===== src/rtl/wb_pkg.sv =====
// Shared constants for the W (writeback) stage: result-select codes,
// load funct3 encodings and the datapath width.
package wb_pkg;

    localparam int XLEN  = 32;
    localparam int RF_AW = 5;

    localparam logic [1:0] WBSEL_ALU = 2'd0;
    localparam logic [1:0] WBSEL_MEM = 2'd1;
    localparam logic [1:0] WBSEL_PC4 = 2'd2;

    localparam logic [2:0] F3_LB  = 3'd0;
    localparam logic [2:0] F3_LH  = 3'd1;
    localparam logic [2:0] F3_LW  = 3'd2;
    localparam logic [2:0] F3_LBU = 3'd4;
    localparam logic [2:0] F3_LHU = 3'd5;

endpackage


===== src/rtl/writeback_stage_if.sv =====
// Memory-stage to W-stage bus, DMEM read data, register file write port
// and the forwarding bundle exported to execute.
interface writeback_stage_if #(
    parameter int XLEN  = 32,
    parameter int RF_AW = 5
);
    logic             m_valid;
    logic [RF_AW-1:0] m_rd;
    logic             m_regwen;
    logic [1:0]       m_wbsel;
    logic [2:0]       m_funct3;
    logic [XLEN-1:0]  m_alu;
    logic [XLEN-1:0]  m_pc4;
    logic [XLEN-1:0]  dmem_rdata;

    logic             rf_we;
    logic [RF_AW-1:0] rf_wa;
    logic [XLEN-1:0]  rf_wd;

    logic             fwd_valid;
    logic [RF_AW-1:0] fwd_rd;
    logic [XLEN-1:0]  fwd_data;

    modport master (
        output m_valid, m_rd, m_regwen, m_wbsel, m_funct3,
        output m_alu, m_pc4, dmem_rdata,
        input  rf_we, rf_wa, rf_wd,
        input  fwd_valid, fwd_rd, fwd_data
    );

    modport slave (
        input  m_valid, m_rd, m_regwen, m_wbsel, m_funct3,
        input  m_alu, m_pc4, dmem_rdata,
        output rf_we, rf_wa, rf_wd,
        output fwd_valid, fwd_rd, fwd_data
    );
endinterface


===== src/rtl/writeback_stage_load_extract.sv =====
// Byte/halfword/word selection and sign/zero extension of a DMEM word.
module load_extract
    import wb_pkg::*;
#(
    parameter int XLEN = wb_pkg::XLEN
) (
    input  logic [XLEN-1:0] word,
    input  logic [1:0]      offset,
    input  logic [2:0]      funct3,
    output logic [XLEN-1:0] data
);
    logic [7:0]  b;
    logic [15:0] h;

    always_comb begin
        b = word[7:0];
        unique case (offset)
            2'd0: b = word[7:0];
            2'd1: b = word[15:8];
            2'd2: b = word[23:16];
            2'd3: b = word[31:24];
        endcase
        // halfword alignment only looks at offset[1]
        h = offset[1] ? word[31:16] : word[15:0];
    end

    always_comb begin
        data = word;
        case (funct3)
            F3_LB:   data = {{(XLEN-8){b[7]}}, b};
            F3_LBU:  data = {{(XLEN-8){1'b0}}, b};
            F3_LH:   data = {{(XLEN-16){h[15]}}, h};
            F3_LHU:  data = {{(XLEN-16){1'b0}}, h};
            F3_LW:   data = word;
            default: data = word;
        endcase
    end
endmodule


===== src/rtl/writeback_stage.sv =====
// W stage of the 3-stage RV32I pipeline: W regs, stalled-load buffer,
// result mux and register-file write. WB_INSTRET_EN adds a 64-bit retire counter.
module writeback_stage
    import wb_pkg::*;
#(
    parameter int XLEN  = wb_pkg::XLEN,
    parameter int RF_AW = wb_pkg::RF_AW
) (
    input  logic                clk,
    input  logic                rst,
    input  logic                stall,
`ifdef WB_INSTRET_EN
    output logic [63:0]         instret,
`endif
    writeback_stage_if.slave    bus
);
    logic             w_valid;
    logic [RF_AW-1:0] w_rd;
    logic             w_regwen;
    logic [1:0]       w_wbsel;
    logic [2:0]       w_funct3;
    logic [XLEN-1:0]  w_alu;
    logic [XLEN-1:0]  w_pc4;
    logic             w_first;
    logic [XLEN-1:0]  ldbuf;

    logic [XLEN-1:0]  ld_word;
    logic [XLEN-1:0]  ld_data;
    logic [XLEN-1:0]  result;
    logic             retire;
    logic             writes;

    always_ff @(posedge clk) begin
        if (rst) begin
            w_valid  <= 1'b0;
            w_rd     <= '0;
            w_regwen <= 1'b0;
            w_wbsel  <= '0;
            w_funct3 <= '0;
            w_alu    <= '0;
            w_pc4    <= '0;
            w_first  <= 1'b0;
            ldbuf    <= '0;
        end else if (!stall) begin
            w_valid  <= bus.m_valid;
            w_rd     <= bus.m_rd;
            w_regwen <= bus.m_regwen;
            w_wbsel  <= bus.m_wbsel;
            w_funct3 <= bus.m_funct3;
            w_alu    <= bus.m_alu;
            w_pc4    <= bus.m_pc4;
            w_first  <= 1'b1;
        end else begin
            // DMEM output is only valid in the first W cycle; capture it
            w_first <= 1'b0;
            if (w_first)
                ldbuf <= bus.dmem_rdata;
        end
    end

    assign ld_word = w_first ? bus.dmem_rdata : ldbuf;

    load_extract #(.XLEN(XLEN)) u_ldx (
        .word   (ld_word),
        .offset (w_alu[1:0]),
        .funct3 (w_funct3),
        .data   (ld_data)
    );

    always_comb begin
        result = '0;
        unique case (w_wbsel)
            WBSEL_ALU: result = w_alu;
            WBSEL_MEM: result = ld_data;
            WBSEL_PC4: result = w_pc4;
            default:   result = '0;
        endcase
    end

    assign retire = w_valid & ~stall;
    assign writes = w_regwen & (w_rd != '0);

    assign bus.rf_we     = retire & writes;
    assign bus.rf_wa     = w_rd;
    assign bus.rf_wd     = result;
    assign bus.fwd_valid = w_valid & writes;
    assign bus.fwd_rd    = w_rd;
    assign bus.fwd_data  = result;

`ifdef WB_INSTRET_EN
    always_ff @(posedge clk) begin
        if (rst)
            instret <= '0;
        else if (retire)
            instret <= instret + 64'd1;
    end
`endif
endmodule


===== src/flat_wrapper.sv =====
// flat-port wrapper written by rule: the top's interface ports become plain ports
module writeback_stage_flat import wb_pkg::*;
#(
    parameter int XLEN  = wb_pkg::XLEN,
    parameter int RF_AW = wb_pkg::RF_AW
)
  (clk, rst, stall, bus_m_valid, bus_m_rd, bus_m_regwen, bus_m_wbsel, bus_m_funct3, bus_m_alu, bus_m_pc4, bus_dmem_rdata, bus_rf_we, bus_rf_wa, bus_rf_wd, bus_fwd_valid, bus_fwd_rd, bus_fwd_data);
  writeback_stage_if #(.XLEN(XLEN), .RF_AW(RF_AW)) bus_i ();
  input  logic clk;
  input  logic rst;
  input  logic stall;
  input wire logic [$bits(bus_i.m_valid)-1:0] bus_m_valid;
  input wire logic [$bits(bus_i.m_rd)-1:0] bus_m_rd;
  input wire logic [$bits(bus_i.m_regwen)-1:0] bus_m_regwen;
  input wire logic [$bits(bus_i.m_wbsel)-1:0] bus_m_wbsel;
  input wire logic [$bits(bus_i.m_funct3)-1:0] bus_m_funct3;
  input wire logic [$bits(bus_i.m_alu)-1:0] bus_m_alu;
  input wire logic [$bits(bus_i.m_pc4)-1:0] bus_m_pc4;
  input wire logic [$bits(bus_i.dmem_rdata)-1:0] bus_dmem_rdata;
  output wire logic [$bits(bus_i.rf_we)-1:0] bus_rf_we;
  output wire logic [$bits(bus_i.rf_wa)-1:0] bus_rf_wa;
  output wire logic [$bits(bus_i.rf_wd)-1:0] bus_rf_wd;
  output wire logic [$bits(bus_i.fwd_valid)-1:0] bus_fwd_valid;
  output wire logic [$bits(bus_i.fwd_rd)-1:0] bus_fwd_rd;
  output wire logic [$bits(bus_i.fwd_data)-1:0] bus_fwd_data;
  assign bus_i.m_valid = bus_m_valid;
  assign bus_i.m_rd = bus_m_rd;
  assign bus_i.m_regwen = bus_m_regwen;
  assign bus_i.m_wbsel = bus_m_wbsel;
  assign bus_i.m_funct3 = bus_m_funct3;
  assign bus_i.m_alu = bus_m_alu;
  assign bus_i.m_pc4 = bus_m_pc4;
  assign bus_i.dmem_rdata = bus_dmem_rdata;
  assign bus_rf_we = bus_i.rf_we;
  assign bus_rf_wa = bus_i.rf_wa;
  assign bus_rf_wd = bus_i.rf_wd;
  assign bus_fwd_valid = bus_i.fwd_valid;
  assign bus_fwd_rd = bus_i.fwd_rd;
  assign bus_fwd_data = bus_i.fwd_data;
  writeback_stage #(.XLEN(XLEN), .RF_AW(RF_AW)) u_core (.clk(clk), .rst(rst), .stall(stall), .bus(bus_i));
endmodule

===== config.mk =====
export PLATFORM = sky130hd
export DESIGN_NAME = writeback_stage_flat
export DESIGN_NICKNAME = d
export VERILOG_FILES = /design/src/rtl/wb_pkg.sv /design/src/rtl/writeback_stage_if.sv /design/src/rtl/writeback_stage_load_extract.sv /design/src/rtl/writeback_stage.sv /design/src/flat_wrapper.sv
export SDC_FILE = /design/constraint.sdc
export NUM_CORES = 1
export LEC_CHECK = 0
export BUFFER_PORTS_ARGS = -buffer_cell sky130_fd_sc_hd__buf_4
export CORE_ASPECT_RATIO = 0.5
export CORE_MARGIN = 2
export CORE_UTILIZATION = 42
export CTS_BUF_LIST = sky130_fd_sc_hd__clkbuf_4 sky130_fd_sc_hd__clkbuf_8
export DETAILED_ROUTE_END_ITERATION = 10
export PLACE_DENSITY = 0.64
export SLEW_MARGIN = 20
export SYNTH_ARGS = -nofsm -noshare
export SYNTH_HDL_FRONTEND = slang
export SYNTH_SLANG_ARGS = --single-unit

===== constraint.sdc =====
create_clock -name clk -period 4.65 [get_ports clk]
set_input_delay 0.2325 -clock clk [delete_from_list [all_inputs] [get_ports clk]]
set_output_delay 0.2325 -clock clk [all_outputs]
set_load 0.1 [all_outputs]

Word-level counts from Yosys, hierarchy flattened --
Index checks and enable logic that the tools add are counted.
Cells by class: muxes and demuxes 6, bitwise gates (word level) 5, reduce and logical (&&, ||, !) cells 4, equality and inequality tests 8
Operator list (number):
- 32-bit one-hot mux with 4 select lines | 1
- 32-bit one-hot mux with 3 select lines | 1
- 32-bit two-way mux | 1
- 8-bit one-hot mux with 4 select lines | 1
- 16-bit two-way mux | 1
- 2-bit == test (second input constant) | 3
- 3-bit == test (second input constant) | 2
- 5-bit nonzero test | 1
- 1-bit AND | 4
- 2-bit by 1-bit == test with 1-bit output (second input constant) | 2
- 2-bit zero test | 2
- 3-bit by 1-bit == test with 1-bit output (second input constant) | 1
- 3-bit zero test | 1
- 1-bit two-way mux | 1
- 1-bit inverter | 1
Word-level totals: output and inout port bits 76, flip-flop bits (word level) 109, word-level logic and storage cells 32, input bits 111

Depth between registers and ports, before layout --
depth after elaboration 4, depth in mapped cells 8, gate-level depth less buffers 4

Hierarchy --
Synthesis repeated with hierarchy kept, for this count alone.
Second synthesis, totals: cells, all modules 620, area, all modules 6130.9 sq um
By module, submodules not included:
- writeback_stage | times used 1, area an instance 5462.7 sq um, cells an instance 509, seq. area each 2182.1 sq um
- load_extract | times used 1, area an instance 668.1 sq um, cells an instance 111, seq. area each 0.0 sq um

Least setup slack after synthesis --
Ideal clock, no wire load.
kind register -> output, from register u_core.w_rd[4], in the netlist u_core.bus.fwd_rd[4], to output port bus_rf_we, data required time 4.418 ns, arrival 3.435 ns, slack 0.982 ns, path buffers 0, stages on the path, launching flop included 4, cells stage by stage dfxtp_1 > or3_1 > o311a_1 > nor2b_1
On the way: word-level cells in the longest chain between the ends 3
Ends and longest elaborated chain:
- start: declaration | line writeback_stage.sv:18 | logic [RF_AW-1:0] w_rd;
- start signal: assignment | line writeback_stage.sv:46 | w_rd <= bus.m_rd;
- 5-bit nonzero test | line writeback_stage.sv:81 | assign writes = w_regwen & (w_rd != '0);
- 1-bit AND | line writeback_stage.sv:81
- 1-bit AND | line writeback_stage.sv:83 | assign bus.rf_we = retire & writes;
- end: declaration | line flat_wrapper.sv:20 | output wire logic [$bits(bus_i.rf_we)-1:0] bus_rf_we;
No other way between the ends.

Worst setup path after layout --
from register u_core.w_wbsel[0], to output port bus_fwd_data[28]
On the way: word-level cells in the longest chain between the ends 2, elaborated cells between the ends (all ways) 4, classes of those cells eq/ne: 2; mux: 1; reduce/logical: 1
Ends and longest elaborated chain:
- start: declaration | line writeback_stage.sv:20 | logic [1:0] w_wbsel;
- start signal: assignment | line writeback_stage.sv:48 | w_wbsel <= bus.m_wbsel;
- 2-bit == test, or another cell as far along | line writeback_stage.sv:72 | unique case (w_wbsel)
- 32-bit one-hot mux with 3 select lines (*) | line writeback_stage.sv:72
- end: declaration | line flat_wrapper.sv:25 | output wire logic [$bits(bus_i.fwd_data)-1:0] bus_fwd_data;
Mark *: on every way between the ends. The rest lies on a longest branch, timed or not.

==> flow_summary.ini <==
[run_status]
outcome = complete, no violations

[grt]
grt_pass1_wl_um = 25200
grt_max_degree = 110
grt_pass1_vias = 4628
grt.total_usage = 0.223
antenna_found_initial = 0
gr-total-overflow = 0

[sta]
slew_headroom = 0.323
clock_skew_ns = 0.00580
worst_hold_slack_ns = 0.0715
tns_ns = 0
drv_slew = 0
finalHoldViolations = 0
fmax_ghz = 0.307
rsz0062_at_grt = no
timing.final.ws_setup_ns = 1.39
worstMarginPinSlew_ns = 1.01
setup_viol = 0
finalCriticalPeriod_ns = 3.26
period_share = 0.701

[route]
drc = 0
antenna_left = 0
vias_per_cell = 5.26
dr.first_iter.drc_count = 404
wirelength_um = 16800
vias = 5092
wl_per_cell_um = 17.3
dr.pass1.iters = 5

[placed_design]
portBuffers = 186
detailed_place_hpwl_um = 12100
gp_congestion = 0.892
place_ws_ns = 1.81
dpl_cell_area_um2 = 6940

[synthesis]
netlist_area_um2 = 5810
synth-seq-area-share = 0.376
syn_area_per_cell_um2 = 8.57
synth-main-ff-cell = dfxtp_1
synth_nets = 789
ys.warnings.count = 0
yosysUniqueCellTypes = 37
synth-simple-area-share = 0.158
synth.area.top_cells = dfxtp_1 38%, mux2i_1 22%, nor2_1 6.8%, buf_4 4.8%, nand2_1 3.8%
synth_largest_area_cell = dfxtp_1
synth-compound-area-share = 0.136
synth_xor_area_frac = 0
synth_cells = 678
synth_top_family_by_area = multiplexers
synth_edf_count = 0
synthAdderAreaFrac = 0
async_flop_share = 0
ys_seq_elements = 109
muxShareOfSynthArea = 0.230
yosysTopAreaCellShare = 0.376

[clock_tree]
cts_buffers = 9
post_cts_buffers = 0
hold_buffers = 0
clkLatencyLatePin_ns = 0.38
cts_tree = built
cts_max_path_buffers = 2
clkTransAtPathRegs_ns = 0.11
cts_resized = 0
root_buffer = clkbuf_8
htreeDepth = 3
clock_sinks = 109

[cells_and_area]
diodes = 0
final_area_um2 = 7110
finalNetCount = 898
drive_gt1_frac = 0.280
area_delta_synth_final_pct = 22.5

[power_and_ir_drop]
vdd.ir_drop.worst_mv = 0.179
leakagePower_nw = 3.15
power_mw = 2.56
cellPowerDensity_nw_per_um2 = 360

[worst_setup_path]
startpoint_type = register
worstSetupEndpointType = primary output
rrSetupSlack_ns = 2.35
critPathArrivalTime_ns = 3.03
worst-setup-path-type = reg -> out
crit_required_ns = 4.42
worstPathMaxFanout = 28

[worst_hold_path]
hold_path_class = in -> reg

[die]
die_h_um = 87.2
ios = 187
start_util = 0.430
die-area_um2 = 14800
core_um2 = 13500
die_width_um = 170
rows = 30

[flow_run]
drv_cap = 0
-- final cells by class --
cell class	count	area [um2]
Clock buffer	10	131
Timing Repair Buffer	190	1430
Clock inverter	6	40.0
Tap cell	176	220
Inverter	18	67.6
Multi-Input combinational cell	459	3040
Fill cell	1328	6400
Sequential cell	109	2190
-- metrics by stage --
| step | cells | util |
|---|---|---|
| after floorplan | 678 | - |
| after global placement | 952 | 0.513 |
| after detailed placement | 952 | 0.513 |
| after CTS | 968 | 0.526 |
| after global routing | 968 | 0.526 |
| final | 968 | 0.526 |
-- sequential cells by signal, indices dropped and copies added, names as in the netlist --
register,count
u_core.w_alu,32
u_core.w_regwen,1
u_core.w_funct3,3
u_core.w_pc4,32
u_core.w_valid,1
u_core.ldbuf,32
u_core.w_wbsel,2
u_core.bus.fwd_rd,5
u_core.w_first,1
-- power by group --
part           leakage (nW)  internal (mW)  switching (mW)
sequential            0.898          0.983          0.0440
clock                0.0777          0.199           0.336
combinational          2.18          0.260           0.737
-- placed cells by master, fill, tap and decap left out --
cell type   netlist  layout
nand3_2           1       1
a21oi_1          44      44
buf_6             2       1
a311oi_1          1       1
nand3_1           1       1
or4b_1            1       1
a31oi_1           1       1
nor4b_1           1       1
o22ai_1          25      25
and2_1            1       1
nand4_1           2       2
a22oi_4           1       1
clkinv_2          0       2
mux4_2            1       1
nor3_1           17      17
or3_1             2       2
clkinvlp_4        0       4
inv_1            18      18
nor2_1          105     105
mux2_1            1       1
o21ai_0           2       2
dfxtp_1         109     106
and3_1            1       1
a211oi_1         11      11
o31ai_1           1       1
a22oi_2          10      10
o2bb2ai_1         1       1
nor2b_1           5       5
dfxtp_2           0       3
buf_4            37     189
nand2_1          59      59
mux2i_1         130     130
o311a_1           1       1
a221o_1           8       8
clkbuf_8          0       9
o21ai_1           1       1
a22oi_1           6       6
clkbuf_4          0       1
nand2b_1         18      18
-- routing by layer --
layer	GRT usage	part of all wire	wire, um
met1	0.317	0.48	8000
met2	0.338	0.44	7410
met3	0.0618	0.072	1210
met4	0.0451	0.0085	142
met5	0	0	0
-- worst paths after layout --
check | from | endpoint | depth (start not counted)
setup / recovery | u_core.w_wbsel[0] | bus_fwd_data[28] | 6
hold / removal | bus_m_rd[2] | u_core.bus.fwd_rd[2] | 3
setup reg to reg | u_core.w_first | u_core.ldbuf[1] | 4
hold reg to reg | u_core.ldbuf[24] | u_core.ldbuf[24] | 2
-- critical path, cell delays in order, from the launching register on --
cell	delay, ns
dfxtp_2	0.63
buf_4	0.38
nor4b_1	0.25
and3_1	0.61
nor3_1	0.13
a22oi_1	0.27
buf_4	0.36
-- cells in the mapped netlist (6+ instances only) --
| cell | n |
|---|---|
| clkbuf_1 | 32 |
| o22ai_1 | 25 |
| buf_4 | 37 |
| a221o_1 | 8 |
| buf_2 | 17 |
| nand2_1 | 59 |
| nor3_1 | 17 |
| a22oi_2 | 10 |
| a22oi_1 | 6 |
| inv_1 | 18 |
| nand2b_1 | 18 |
| a211oi_1 | 11 |
| nor2_1 | 105 |
| dfxtp_1 | 109 |
| a21oi_1 | 44 |
| mux2i_1 | 130 |
-- kinds of logic after synthesis --
family,count (synthesis)
multiplexers,132
AND/OR/NAND/NOR,214
flip-flops,109
AO/OA/AOI/OAI,113
buffers and inverters,110
Note: power is estimated with default switching activity, not from simulation.
